File: src/rtl/pwm_cmp_sched.sv
// Timebase and compare scheduler for pwmOC: double-buffered duty setpoint,
// applied at period wrap with first-order fractional dither.
module pwm_cmp_sched #(
  parameter int unsigned WIDTH  = 17,
  parameter int unsigned PERIOD = 100000,
  parameter int unsigned FRAC   = 4
) (
  input  logic                  clk,
  input  logic                  rst,
  input  logic                  en,
  input  logic [WIDTH+FRAC:0]   sp_data,
  input  logic                  sp_valid,
  output logic                  sp_ready,
  output logic [WIDTH-1:0]      tb,
  output logic [WIDTH-1:0]      cmpH,
  output logic [WIDTH:0]        cmpL,
  output logic                  period_start
);

  localparam int unsigned SPW = WIDTH + 1 + FRAC;
  localparam logic [WIDTH-1:0] TB_LAST = WIDTH'(PERIOD - 1);
  localparam logic [WIDTH+1:0] CLAMP   = (WIDTH + 2)'(2 * PERIOD);

  logic [WIDTH-1:0] tb_q, tb_d;
  logic             ps_q, ps_d;
  logic [SPW-1:0]   shadow_q, shadow_d;
  logic             full_q, full_d;
  logic [SPW-1:0]   active_q, active_d;
  logic [FRAC-1:0]  acc_q, acc_d;
  logic [WIDTH-1:0] cmph_q, cmph_d;
  logic [WIDTH:0]   cmpl_q, cmpl_d;

  logic             accept;
  logic             wrap;
  logic [SPW-1:0]   src;
  logic [FRAC:0]    s;
  logic [WIDTH+1:0] dd;

  always_comb begin
    tb_d     = tb_q;
    ps_d     = 1'b0;
    shadow_d = shadow_q;
    full_d   = full_q;
    active_d = active_q;
    acc_d    = acc_q;
    cmph_d   = cmph_q;
    cmpl_d   = cmpl_q;

    accept = sp_valid && !full_q;
    wrap   = en && (tb_q == TB_LAST);
    src    = full_q ? shadow_q : active_q;
    s      = {1'b0, acc_q} + {1'b0, src[FRAC-1:0]};
    dd     = {1'b0, src[SPW-1:FRAC]} + (WIDTH + 2)'(s[FRAC]);

    if (en) begin
      tb_d = wrap ? '0 : tb_q + WIDTH'(1);
      ps_d = wrap;
    end else begin
      tb_d   = '0;
      cmph_d = '1;
      cmpl_d = '1;
      acc_d  = '0;
    end

    if (wrap) begin
      acc_d    = s[FRAC-1:0];
      active_d = src;
      full_d   = 1'b0;
      if (dd == '0) begin
        cmph_d = '1;
        cmpl_d = '1;
      end else if (dd >= CLAMP) begin
        cmph_d = '0;
        cmpl_d = '1;
      end else begin
        cmph_d = '0;
        cmpl_d = dd[WIDTH:0];
      end
    end

    // accept is gated by !full_q, so it never collides with the wrap
    // consuming the shadow; an accept on the wrap edge waits a period.
    if (accept) begin
      shadow_d = sp_data;
      full_d   = 1'b1;
    end
  end

  always_ff @(posedge clk or posedge rst) begin
    if (rst) begin
      tb_q     <= '0;
      ps_q     <= 1'b0;
      shadow_q <= '0;
      full_q   <= 1'b0;
      active_q <= '0;
      acc_q    <= '0;
      cmph_q   <= '1;
      cmpl_q   <= '1;
    end else begin
      tb_q     <= tb_d;
      ps_q     <= ps_d;
      shadow_q <= shadow_d;
      full_q   <= full_d;
      active_q <= active_d;
      acc_q    <= acc_d;
      cmph_q   <= cmph_d;
      cmpl_q   <= cmpl_d;
    end
  end

  assign sp_ready     = !full_q;
  assign tb           = tb_q;
  assign cmpH         = cmph_q;
  assign cmpL         = cmpl_q;
  assign period_start = ps_q;

endmodule

File: config.mk
export PLATFORM = sky130hd
export DESIGN_NAME = pwm_cmp_sched
export DESIGN_NICKNAME = d
export VERILOG_FILES = /design/src/rtl/pwm_cmp_sched.sv
export SDC_FILE = /design/constraint.sdc
export NUM_CORES = 1
export LEC_CHECK = 0
export ABC_AREA = 1
export CORE_ASPECT_RATIO = 0.5
export CORE_MARGIN = 5
export CORE_UTILIZATION = 55
export DETAILED_ROUTE_END_ITERATION = 6
export GPL_TIMING_DRIVEN = 0
export PLACE_DENSITY_LB_ADDON = 0.15
export SETUP_SLACK_MARGIN = 0.15
export SLEW_MARGIN = 20
export SYNTH_ARGS = -nofsm -noshare
export SYNTH_HDL_FRONTEND = slang
export SYNTH_SLANG_ARGS = --single-unit
File: constraint.sdc
create_clock -name clk -period 7.9 [get_ports clk]
set_clock_uncertainty 0.1 [all_clocks]
set_input_delay 1.58 -clock clk [delete_from_list [all_inputs] [get_ports clk]]
set_output_delay 1.58 -clock clk [all_outputs]
set_load 0.05 [all_outputs]
After elaboration in Yosys (flattened, before gate mapping)
Cells that the tools add are included.
{"block": "totals", "reg_bits": 102, "inputBits": 26, "word_cells": 34}
{"block": "classes", "n_addsub": 3, "magnitude_cmp": 1, "eq_ne": 2, "n_mux": 15, "n_reduce_logical": 5}
{"op": "$mux W17", "count": 5}
{"op": "$mux W18", "count": 4}
{"op": "$mux W22", "count": 1}
{"op": "$add A18 B1 Y19", "count": 1}
{"op": "$ge A19 B18 Y1 const B", "count": 1}
{"op": "$logic_not A19 Y1", "count": 1}
{"op": "$add A17 B1 Y17 const B", "count": 1}
{"op": "$eq A17 B17 Y1 const B", "count": 1}
{"op": "$mux W4", "count": 2}
{"op": "$add A4 B4 Y5", "count": 1}
{"op": "$mux W1", "count": 3}
{"op": "$logic_and A1 B1 Y1", "count": 2}
{"op": "$ne A2 B1 Y1 const B", "count": 1}
{"op": "$reduce_bool A2 Y1", "count": 1}
{"op": "$logic_not A1 Y1", "count": 1}

Depth between registers and ports, before layout
Gate-level depths: netlist (run 1).
{"block": "logic_depth", "depth_word": 7, "ltp_mapped": 27, "mapped_depth_nobuf": 23}

Worst setup path after synthesis (run 1)
Ideal clock, no wire load.
{"block": "synth_timing", "path_type": "reg2reg", "startpoint": "register full_q", "endpoint": "register cmpl_q[7], in the netlist cmpL[7]", "path_slack_ns": 4.250, "stages_incl_launch_ff": 27, "setup_time_ns": 0.064, "required_time_ns": 7.736, "arrival_ns": 3.485, "n_path_buf": 4, "path_cell_list": "dfrtp_1 buf_6 buf_2 clkbuf_1 o21ai_0 ha_1 fa_1 nand2_1 inv_1 nor2_1 o21bai_1 ha_1 ha_1 nand3_2 inv_1 nand2_1 nand2_1 nand2_1 nand2_1 nor2_1 nand2_1 nor2_2 nand2_4 buf_6 nand3_1 nor2_2 nor2_2"}
{"block": "synth_between", "elab_chain_len": 7, "word_cells_on_any_way": 8, "cone_classes": "2 x add/sub; 1 x order compare; 4 x mux; 1 x reduce/logical"}
{"item": "start, declared", "line_no": "27", "text": "logic full_q, full_d;"}
{"item": "start signal, assigned", "line_no": "103", "text": "full_q <= full_d;"}
{"item": "$mux W22 (*)", "line_no": "51", "text": "src = full_q ? shadow_q : active_q;"}
{"item": "net src[0]", "line_no": "35", "text": "logic [SPW-1:0] src;"}
{"item": "$add A4 B4 Y5 (*)", "line_no": "52", "text": "s = {1'b0, acc_q} + {1'b0, src[FRAC-1:0]};"}
{"item": "$add A18 B1 Y19 (*)", "line_no": "53", "text": "dd = {1'b0, src[SPW-1:FRAC]} + (WIDTH + 2)'(s[FRAC]);"}
{"item": "$ge A19 B18 Y1", "line_no": "72", "text": "end else if (dd >= CLAMP) begin"}
{"item": "$mux W18", "line_no": "72"}
{"item": "$mux W18 (*)", "line_no": "69", "text": "if (dd == '0) begin"}
{"item": "$mux W18 (*)", "line_no": "65", "text": "if (wrap) begin"}
{"item": "end signal, assigned", "line_no": "107", "text": "cmpl_q <= cmpl_d;"}
{"item": "end, declared", "line_no": "31", "text": "logic [WIDTH:0] cmpl_q, cmpl_d;"}
The timed path passes the listed nets; every way through them passes the cells marked *.
A chain may end at the register's enable or synchronous reset.

Worst setup path after layout (run 1)
{"block": "layout_timing", "startpoint": "register full_q", "endpoint": "register cmpl_q[0], in the netlist cmpL[0]"}
The elaborated chain is that of the path after synthesis.

==> impl_summary.txt, run 1 <==
----------------------------------------------------
[Outcome]
  Status ... completed

[STA]
  Final min period ... 4.368 ns
  Fraction of the cycle the final worst path needs ... 0.5529
  Final Hold Slack ... about 0.38 ns
  Worst relative slew slack ... 0.5025
  Total setup violations reported at the end of the flow ... 0
  Setup repair after global routing missed its margin ... false
  Setup TNS after final layout ... 0 ns
  Final hold viol count ... 0
  Max Transition Viols Final ... 0
  Transition time at the pin with the least slew margin ... approximately 0.74 ns
  Upper clock frequency limit ... 228.9 MHz

[Placed design]
  Post-DP HPWL ... 9.994 mm
  GPL Wtd Cong ... between 0.9 and 1
  Placement Cell Area ... 6087 um^2
  Count of port buffers added during placement ... 79

[GRT]
  Via count of the first global-routing pass ... 4403
  Aggregate global-route resource usage ... 0.2329
  First-pass GRT wire length ... roughly 22 mm
  Number of antenna violations at the first check in global routing ... 0
  Aggregate global routing overflow ... 0
  Maximum number of pins on one net before global-route repair ... between 40 and 50

[Synth]
  Top cells by area, synth ... sky130_fd_sc_hd__dfrtp_1 33%, sky130_fd_sc_hd__nand2_1 13%, sky130_fd_sc_hd__dfstp_2 9.7%, sky130_fd_sc_hd__nor2_1 7.0%, sky130_fd_sc_hd__inv_1 4.6%
  Synth warnings ... 0
  Register area share after synthesis ... 0.4244
  Async set-or-reset flop fraction in the synthesized netlist ... 1.000
  Most common cell in the synthesized netlist ... sky130_fd_sc_hd__nand2_1
  Distinct cell type count after synthesis ... 40
  Count of flip-flops with a built-in enable after synthesis ... 0
  Number of register bits inferred by synthesis ... 86
  Top-area cell type share of the netlist area ... 0.3270
  Synthesized net count ... 718
  Cell area after technology mapping ... 5127 um^2
  Number of instances in the synthesized netlist ... 684
  Average cell area after synthesis ... 7.496 um^2
  Library cell with the largest summed area after synthesis ... sky130_fd_sc_hd__dfrtp_1
  Post-synth top cells ... 183 x sky130_fd_sc_hd__nand2_1, 95 x sky130_fd_sc_hd__nor2_1, 67 x sky130_fd_sc_hd__dfrtp_1
  Top_reg_cell synth ... sky130_fd_sc_hd__dfrtp_1

[Final layout]
  Layout Area Growth over Synthesis ... 24.74%
  Final non-filler cell area ... 6396 um^2
  Proportion of layout cells with a drive suffix above 1 ... 0.1744
  Number of antenna cells inserted ... 0
  Post-layout nets ... 809

[Clock tree]
  CTS Buf Count ... 9
  Skew-Pair Late Insertion Delay ... 0.34 ns
  CTS Root Cell ... sky130_fd_sc_hd__clkbuf_16
  Resized Gates After CTS ... 0
  CTS Hold Buffers Added ... 0
  Post-CTS setup buffers ... 0
  # H-tree levels ... 3
  Clock edge transition at the registers on the reported setup and hold paths ... 0.07 ns
  Maximum count of clock buffers along a single path ... 2
  Clock tree from TritonCTS ... built
  Clock sink count ... 86

[Power]
  Largest vdd supply drop ... about 0.14 mV
  Cell area power density ... 216.1 nW/um^2
  Net switching share of the total power ... 0.3603
  Gate power share ... 0.316
  Static leakage ... ~0.003 uW
  Int Power ... roughly 880 uW
  Power dissipated by switching net loads ... 498.1 uW
  Register share of total power ... 0.369
  Power after layout ... roughly 1400 uW
  Portion of total power attributed to the clock network ... 0.315

[Floorplanning]
  Die Footprint ... between 10000 and 15000 um^2
  Core Region ... 8889 um^2
  # IOs ... 80
  Die height ... 78.28 um
  Die boundary width ... 146.5 um
  Count of standard-cell rows ... 24
  Starting density of the core ... 0.5769

[Drt]
  Post-DR wirelength/cell ... 14.43 um
  Routed vias/inst ... 5.164
  Total length of routed wires ... 12.94 mm
  Number of optimization iterations in the first detailed-route pass ... 5
  Detail Route Antenna Nets ... 0
  1st-iter DRT viols ... 317
  Total number of vias ... ~4600
  Number of remaining DRC errors ... 0

[Flow run]
  Max cap viols ... 0

[Critical path]
  Data arrival time at the worst-slack endpoint ... 4.54 ns
  Crit-path slowest cell ... sky130_fd_sc_hd__fa_1
  Category of the worst setup path launch point ... flip-flop
  Critical Path Max Stage Delay ... 0.39 ns
  CP required ... 8.07 ns
  Critical setup path kind ... reg -> reg
  Biggest fanout along the worst timing path ... 10
  Setup crit end kind ... flip-flop

[Min path]
  Kind of path behind the tightest hold check ... reg -> reg

----------------------------------------------------
==> state kept, by name, summed over array words and instances, names as in the netlist <==
name,cells
shadow_q,22
period_start,1
acc_q,4
active_q,22
full_q,1
tb,17
cmpH,1
cmpL,18
==> routing by layer <==
| metal | part of all wire | track usage | up-vias |
|---|---|---|---|
| met3 | 0.062 | 0.05351 | 18 |
| met1 | 0.47 | 0.3114 | 2147 |
| met4 | 0.011 | 0.05441 | 0 |
| met5 | 0 | 0 | - |
| met2 | 0.46 | 0.3910 | 140 |
| li1 | - | - | 2327 |
==> metrics by stage <==
| stage | cells | setup WS, ns | util |
|---|---|---|---|
| global route | 897 | 3.194 | 0.7196 |
| finish | 897 | 3.532 | 0.7196 |
| floorplan | 684 | 4.030 | - |
| detailed placement | 881 | 3.602 | 0.6848 |
| global placement | 880 | 2.696 | 0.6823 |
| CTS | 897 | 3.552 | 0.7196 |
==> cells by family after synthesis <==
logic type | after synthesis | share of synthesized area
and+or+nand+nor | 397 | 0.3463
buffers and inverters | 108 | 0.1022
DFF | 86 | 0.4244
AOI/OAI and AO/OA | 71 | 0.07736
muxes | 10 | 0.02196
adders and majority gates | 8 | 0.02099
xor gates and xnor gates | 4 | 0.006832
==> area by class of cell <==
class,count,area [um^2]
fillers,758,2492
plain buffers,37,252.7
repair buffers,80,810.8
well taps,117,146.4
inverters,71,274.0
clock inverters,6,70.07
clock buffers,10,239.0
flip-flops and latches,86,2176
multi-input cells,490,2427
==> worst paths after layout <==
check,startpoint,end,slack (ns),depth (start not counted)
max,full_q$_DFFE_PP0P_,cmpL[0]$_DFFE_PP1P_,3.53,25
min,active_q[7]$_DFFE_PP0P_,active_q[7]$_DFFE_PP0P_,0.38,2
max reg2reg,full_q$_DFFE_PP0P_,cmpL[0]$_DFFE_PP1P_,3.53,25
min reg2reg,active_q[7]$_DFFE_PP0P_,active_q[7]$_DFFE_PP0P_,0.38,2
max in group asynchronous,rst,cmpL[12]$_DFFE_PP1P_,5.47,3
min in group asynchronous,rst,tb[0]$_DFF_PP0_,1.55,2
==> power by group through the flow <==
| stage | registers, uW | logic, uW | clock network (uW) |
|---|---|---|---|
| 6_report | 510 | 437 | 436 |
| 3_5_place_dp | 517 | 431 | 0 |
| 5_1_grt | 514 | 489 | 468 |
| 2_1_floorplan | 515 | 327 | 0 |
| 4_1_cts | 509 | 434 | 441 |
| 3_3_place_gp | 515 | 418 | 0 |
==> placed cells by master, fill, tap and decap left out, types with 4 or more instances in the layout <==
cell type,n
sky130_fd_sc_hd__nand2_1,183
sky130_fd_sc_hd__nor2_1,95
sky130_fd_sc_hd__clkdlybuf4s50_1,79
sky130_fd_sc_hd__dfrtp_1,67
sky130_fd_sc_hd__inv_1,62
sky130_fd_sc_hd__nand3_1,45
sky130_fd_sc_hd__o21ai_0,32
sky130_fd_sc_hd__nor2_2,29
sky130_fd_sc_hd__a21oi_1,21
sky130_fd_sc_hd__dfstp_2,19
sky130_fd_sc_hd__nand2_2,17
sky130_fd_sc_hd__buf_4,17
sky130_fd_sc_hd__clkbuf_1,13
sky130_fd_sc_hd__mux2_2,10
sky130_fd_sc_hd__nand4_1,9
sky130_fd_sc_hd__clkbuf_16,9
sky130_fd_sc_hd__ha_1,7
sky130_fd_sc_hd__o21ai_1,6
sky130_fd_sc_hd__nor2_4,6
sky130_fd_sc_hd__buf_6,5
sky130_fd_sc_hd__inv_2,5
sky130_fd_sc_hd__xor2_1,4
sky130_fd_sc_hd__nor3_1,4
==> worst max-delay path: cells and delay by family (launching register included) <==
family / cells / cell delay (ns)
adder cells (fa/ha/maj): 4 / 1.18
buffers and inverters: 7 / 1.15
flip-flops: 1 / 0.34
AO/OA/AOI/OAI: 2 / 0.30
AND/OR/NAND/NOR: 12 / 1.21
Note: power is estimated with default switching activity, not from simulation.
==> inputs of run 2 (changes only) <==
clock period = 4.4 ns   (was 7.9 ns; I/O delays follow)
==> run 2 against run 1 <==
Core utilization grew 0.27 points. First-iteration DRC count grew 4.4%. Clock power grew 80%. Power grew 80%. Non-clock buffer count is the same. Largest cell class unchanged. Largest power group unchanged. Highest routed layer unchanged.
==> impl_summary.txt, run 2 (synthesis gave the netlist of run 1 again) <==
----------------------------------------------------
[Floorplanning]
  # IOs ... 80 (unchanged)
  Starting density of the core ... 0.5769 (unchanged)
  Die height ... 78.28 um (unchanged)
  Count of standard-cell rows ... 24 (unchanged)
  Core Region ... 8889 um^2 (unchanged)
  Die Footprint ... 11470 um^2 (unchanged)
  Die boundary width ... 146.5 um (unchanged)

[Clock tree]
  CTS Root Cell ... sky130_fd_sc_hd__clkbuf_16
  Clock sink count ... 86 (unchanged)
  Clock edge transition at the registers on the reported setup and hold paths ... 0.07 ns (about the same)
  Clock tree from TritonCTS ... built
  Skew-Pair Late Insertion Delay ... 0.34 ns (about the same)
  # H-tree levels ... 3 (unchanged)
  Post-CTS setup buffers ... 0 (unchanged)
  CTS Buf Count ... 9 (unchanged)
  Maximum count of clock buffers along a single path ... 2 (unchanged)
  CTS Hold Buffers Added ... 0 (unchanged)

[Critical path]
  Biggest fanout along the worst timing path ... 10 (unchanged)
  Data arrival time at the worst-slack endpoint ... 4.11 ns (-0.43 ns)
  Category of the worst setup path launch point ... flip-flop
  Setup crit end kind ... flip-flop
  Crit-path leading delay family ... simple AND/OR/NAND/NOR gates
  Critical Path Max Stage Delay ... 0.37 ns (-0.02 ns)
  Critical setup path kind ... reg -> reg
  Crit-path slowest cell ... sky130_fd_sc_hd__dfrtp_1
  Worst path buffer plus inverter count ... 7 (unchanged)
  CP required ... 4.58 ns (-3.49 ns)

[Drt]
  Number of remaining DRC errors ... 0 (unchanged)
  Detail Route Antenna Nets ... 0 (unchanged)
  Routed vias/inst ... 5.134 (-0.58%)
  Total length of routed wires ... 13.03 mm (+0.68%)
  1st-iter DRT viols ... 331 (+4.4%)
  Post-DR wirelength/cell ... 14.53 um (+0.68%)
  Total number of vias ... 4605 (-0.58%)
  Number of optimization iterations in the first detailed-route pass ... 5 (unchanged)

[STA]
  Worst relative slew slack ... 0.4915 (-0.01101)
  Final Hold Slack ... 0.3783 ns (+0.0007770 ns)
  Upper clock frequency limit ... 254.5 MHz (+11%)
  Final hold viol count ... 0 (unchanged)
  Setup repair after global routing missed its margin ... false
  Total setup violations reported at the end of the flow ... 0 (unchanged)
  Final min period ... 3.930 ns (-0.4380 ns)
  Max Transition Viols Final ... 0 (unchanged)
  Setup TNS after final layout ... 0 ns (unchanged)
  Transition time at the pin with the least slew margin ... 0.7600 ns (+0.01646 ns)
  Fraction of the cycle the final worst path needs ... 0.8932 (+0.3403)

[Placed design]
  Cell count after placement ... 881 (unchanged)
  Count of port buffers added during placement ... 79 (unchanged)
  Post-DP HPWL ... 9.994 mm (unchanged)
  GPL Wtd Cong ... 0.9135 (unchanged)

[GRT]
  Maximum number of pins on one net before global-route repair ... 45 (unchanged)
  Number of antenna violations at the first check in global routing ... 0 (unchanged)
  Via count of the first global-routing pass ... 4403 (unchanged)
  First-pass GRT wire length ... 21.79 mm (unchanged)
  Aggregate global routing overflow ... 0 (unchanged)
  Aggregate global-route resource usage ... 0.2329 (unchanged)

[Outcome]
  Status ... completed

[Power]
  Largest vdd supply drop ... 0.2451 mV (+80%)
  Power after layout ... 2493 uW (+80%)
  Cell area power density ... 388.4 nW/um^2 (+80%)
  Static leakage ... 0.002963 uW (about the same)

[Final layout]
  Final cell count without fillers ... 897 (unchanged)
  # fillers ... 754 (-0.53%)
  Number of antenna cells inserted ... 0 (unchanged)
  Final core utilization ... 0.7223 (+0.002674)
  Most frequent cells in the layout ... 183 x sky130_fd_sc_hd__nand2_1, 95 x sky130_fd_sc_hd__nor2_1, 79 x sky130_fd_sc_hd__clkdlybuf4s50_1
  Most common cell after layout, fill and taps aside ... sky130_fd_sc_hd__nand2_1
  Layout Area Growth over Synthesis ... 25.21%
  Post-layout nets ... 809 (unchanged)
  Proportion of layout cells with a drive suffix above 1 ... 0.1795 (+0.005128)

[Flow run]
  Max cap viols ... 0 (unchanged)

[Min path]
  Kind of path behind the tightest hold check ... reg -> reg

----------------------------------------------------
run 2: cell count changes in the layout (fill, tap and decap cells not counted), moves of 2 or more:
cell | before | now
sky130_fd_sc_hd__ha_1 | 7 | 5
sky130_fd_sc_hd__o21ai_0 | 32 | 30
sky130_fd_sc_hd__ha_2 | 0 | 2
sky130_fd_sc_hd__o21ai_1 | 6 | 8
run 2: worst paths after layout:
path                                          from                      end  slack [ns]  cells after the start
min in group asynchronous                      rst          tb[0]$_DFF_PP0_        0.85                      2
min                        active_q[7]$_DFFE_PP0P_  active_q[7]$_DFFE_PP0P_        0.38                      2
max in group asynchronous                      rst     cmpL[12]$_DFFE_PP1P_        2.67                      3
min reg2reg                active_q[7]$_DFFE_PP0P_  active_q[7]$_DFFE_PP0P_        0.38                      2
max                             full_q$_DFFE_PP0P_      cmpL[4]$_DFFE_PP1P_        0.47                     25
max reg2reg                     full_q$_DFFE_PP0P_      cmpL[4]$_DFFE_PP1P_        0.47                     25
run 2: report_power, final:
group | total [uW] | leakage (uW) | internal (uW) | switching, uW
clock | 785 | 0.000148 | 460 | 325
sequential | 916 | 0.00102 | 874 | 41.8
combinational | 793 | 0.00179 | 257 | 536
run 2: metal layers:
layer  vias up  track usage  routed length [um]
met4         0      0.05441                 132
met3        18      0.05351                 700
met1      2138       0.3114                6182
met5         -            0                   0
li1       2327            -                   -
met2       122       0.3910                6017
run 2: area by class of cell:
class	count	area, um^2	area share
Clock inverter	6	70.07	0.01091
Multi-Input combinational cell	490	2445	0.3808
Inverter	71	274.0	0.04268
Buffer	37	259.0	0.04034
Tap cell	117	146.4	0.02280
Sequential cell	86	2176	0.3389
Timing Repair Buffer	80	810.8	0.1263
Clock buffer	10	239.0	0.03722
run 2: metrics by stage:
| stage | setup WS, ns | area, um^2 |
|---|---|---|
| floorplan | 0.7503 | 5127 |
| global placement | -0.1038 | 6065 |
| detailed placement | 0.1020 | 6087 |
| CTS | 0.1758 | 6397 |
| global route | 0.1613 | 6420 |
| finish | 0.4701 | 6420 |
run 2: timing repair:
action                     in CTS  in global routing
pin swaps                       0                  0
setup endpoints to repair      11                 19
resized for setup               2                 10
run 2: worst register-to-register path, stage by stage, from the launching register on:
cell	delay, ns
sky130_fd_sc_hd__dfrtp_1	0.37
sky130_fd_sc_hd__buf_6	0.15
sky130_fd_sc_hd__buf_4	0.18
sky130_fd_sc_hd__clkbuf_4	0.19
sky130_fd_sc_hd__o21ai_1	0.21
sky130_fd_sc_hd__ha_1	0.21
sky130_fd_sc_hd__fa_1	0.19
sky130_fd_sc_hd__nand2_1	0.05
sky130_fd_sc_hd__inv_1	0.06
sky130_fd_sc_hd__nor2_1	0.04
sky130_fd_sc_hd__o21bai_1	0.18
sky130_fd_sc_hd__ha_2	0.26
sky130_fd_sc_hd__ha_2	0.26
sky130_fd_sc_hd__nand3_4	0.13
sky130_fd_sc_hd__inv_2	0.12
sky130_fd_sc_hd__nand3_1	0.14
sky130_fd_sc_hd__nand2_1	0.09
sky130_fd_sc_hd__nand2_1	0.09
sky130_fd_sc_hd__inv_1	0.09
sky130_fd_sc_hd__nand3_1	0.08
sky130_fd_sc_hd__nor2_2	0.16
sky130_fd_sc_hd__nand2_4	0.11
sky130_fd_sc_hd__buf_6	0.16
sky130_fd_sc_hd__nand3_1	0.09
sky130_fd_sc_hd__nor2_2	0.06
sky130_fd_sc_hd__nor2_2	0.07
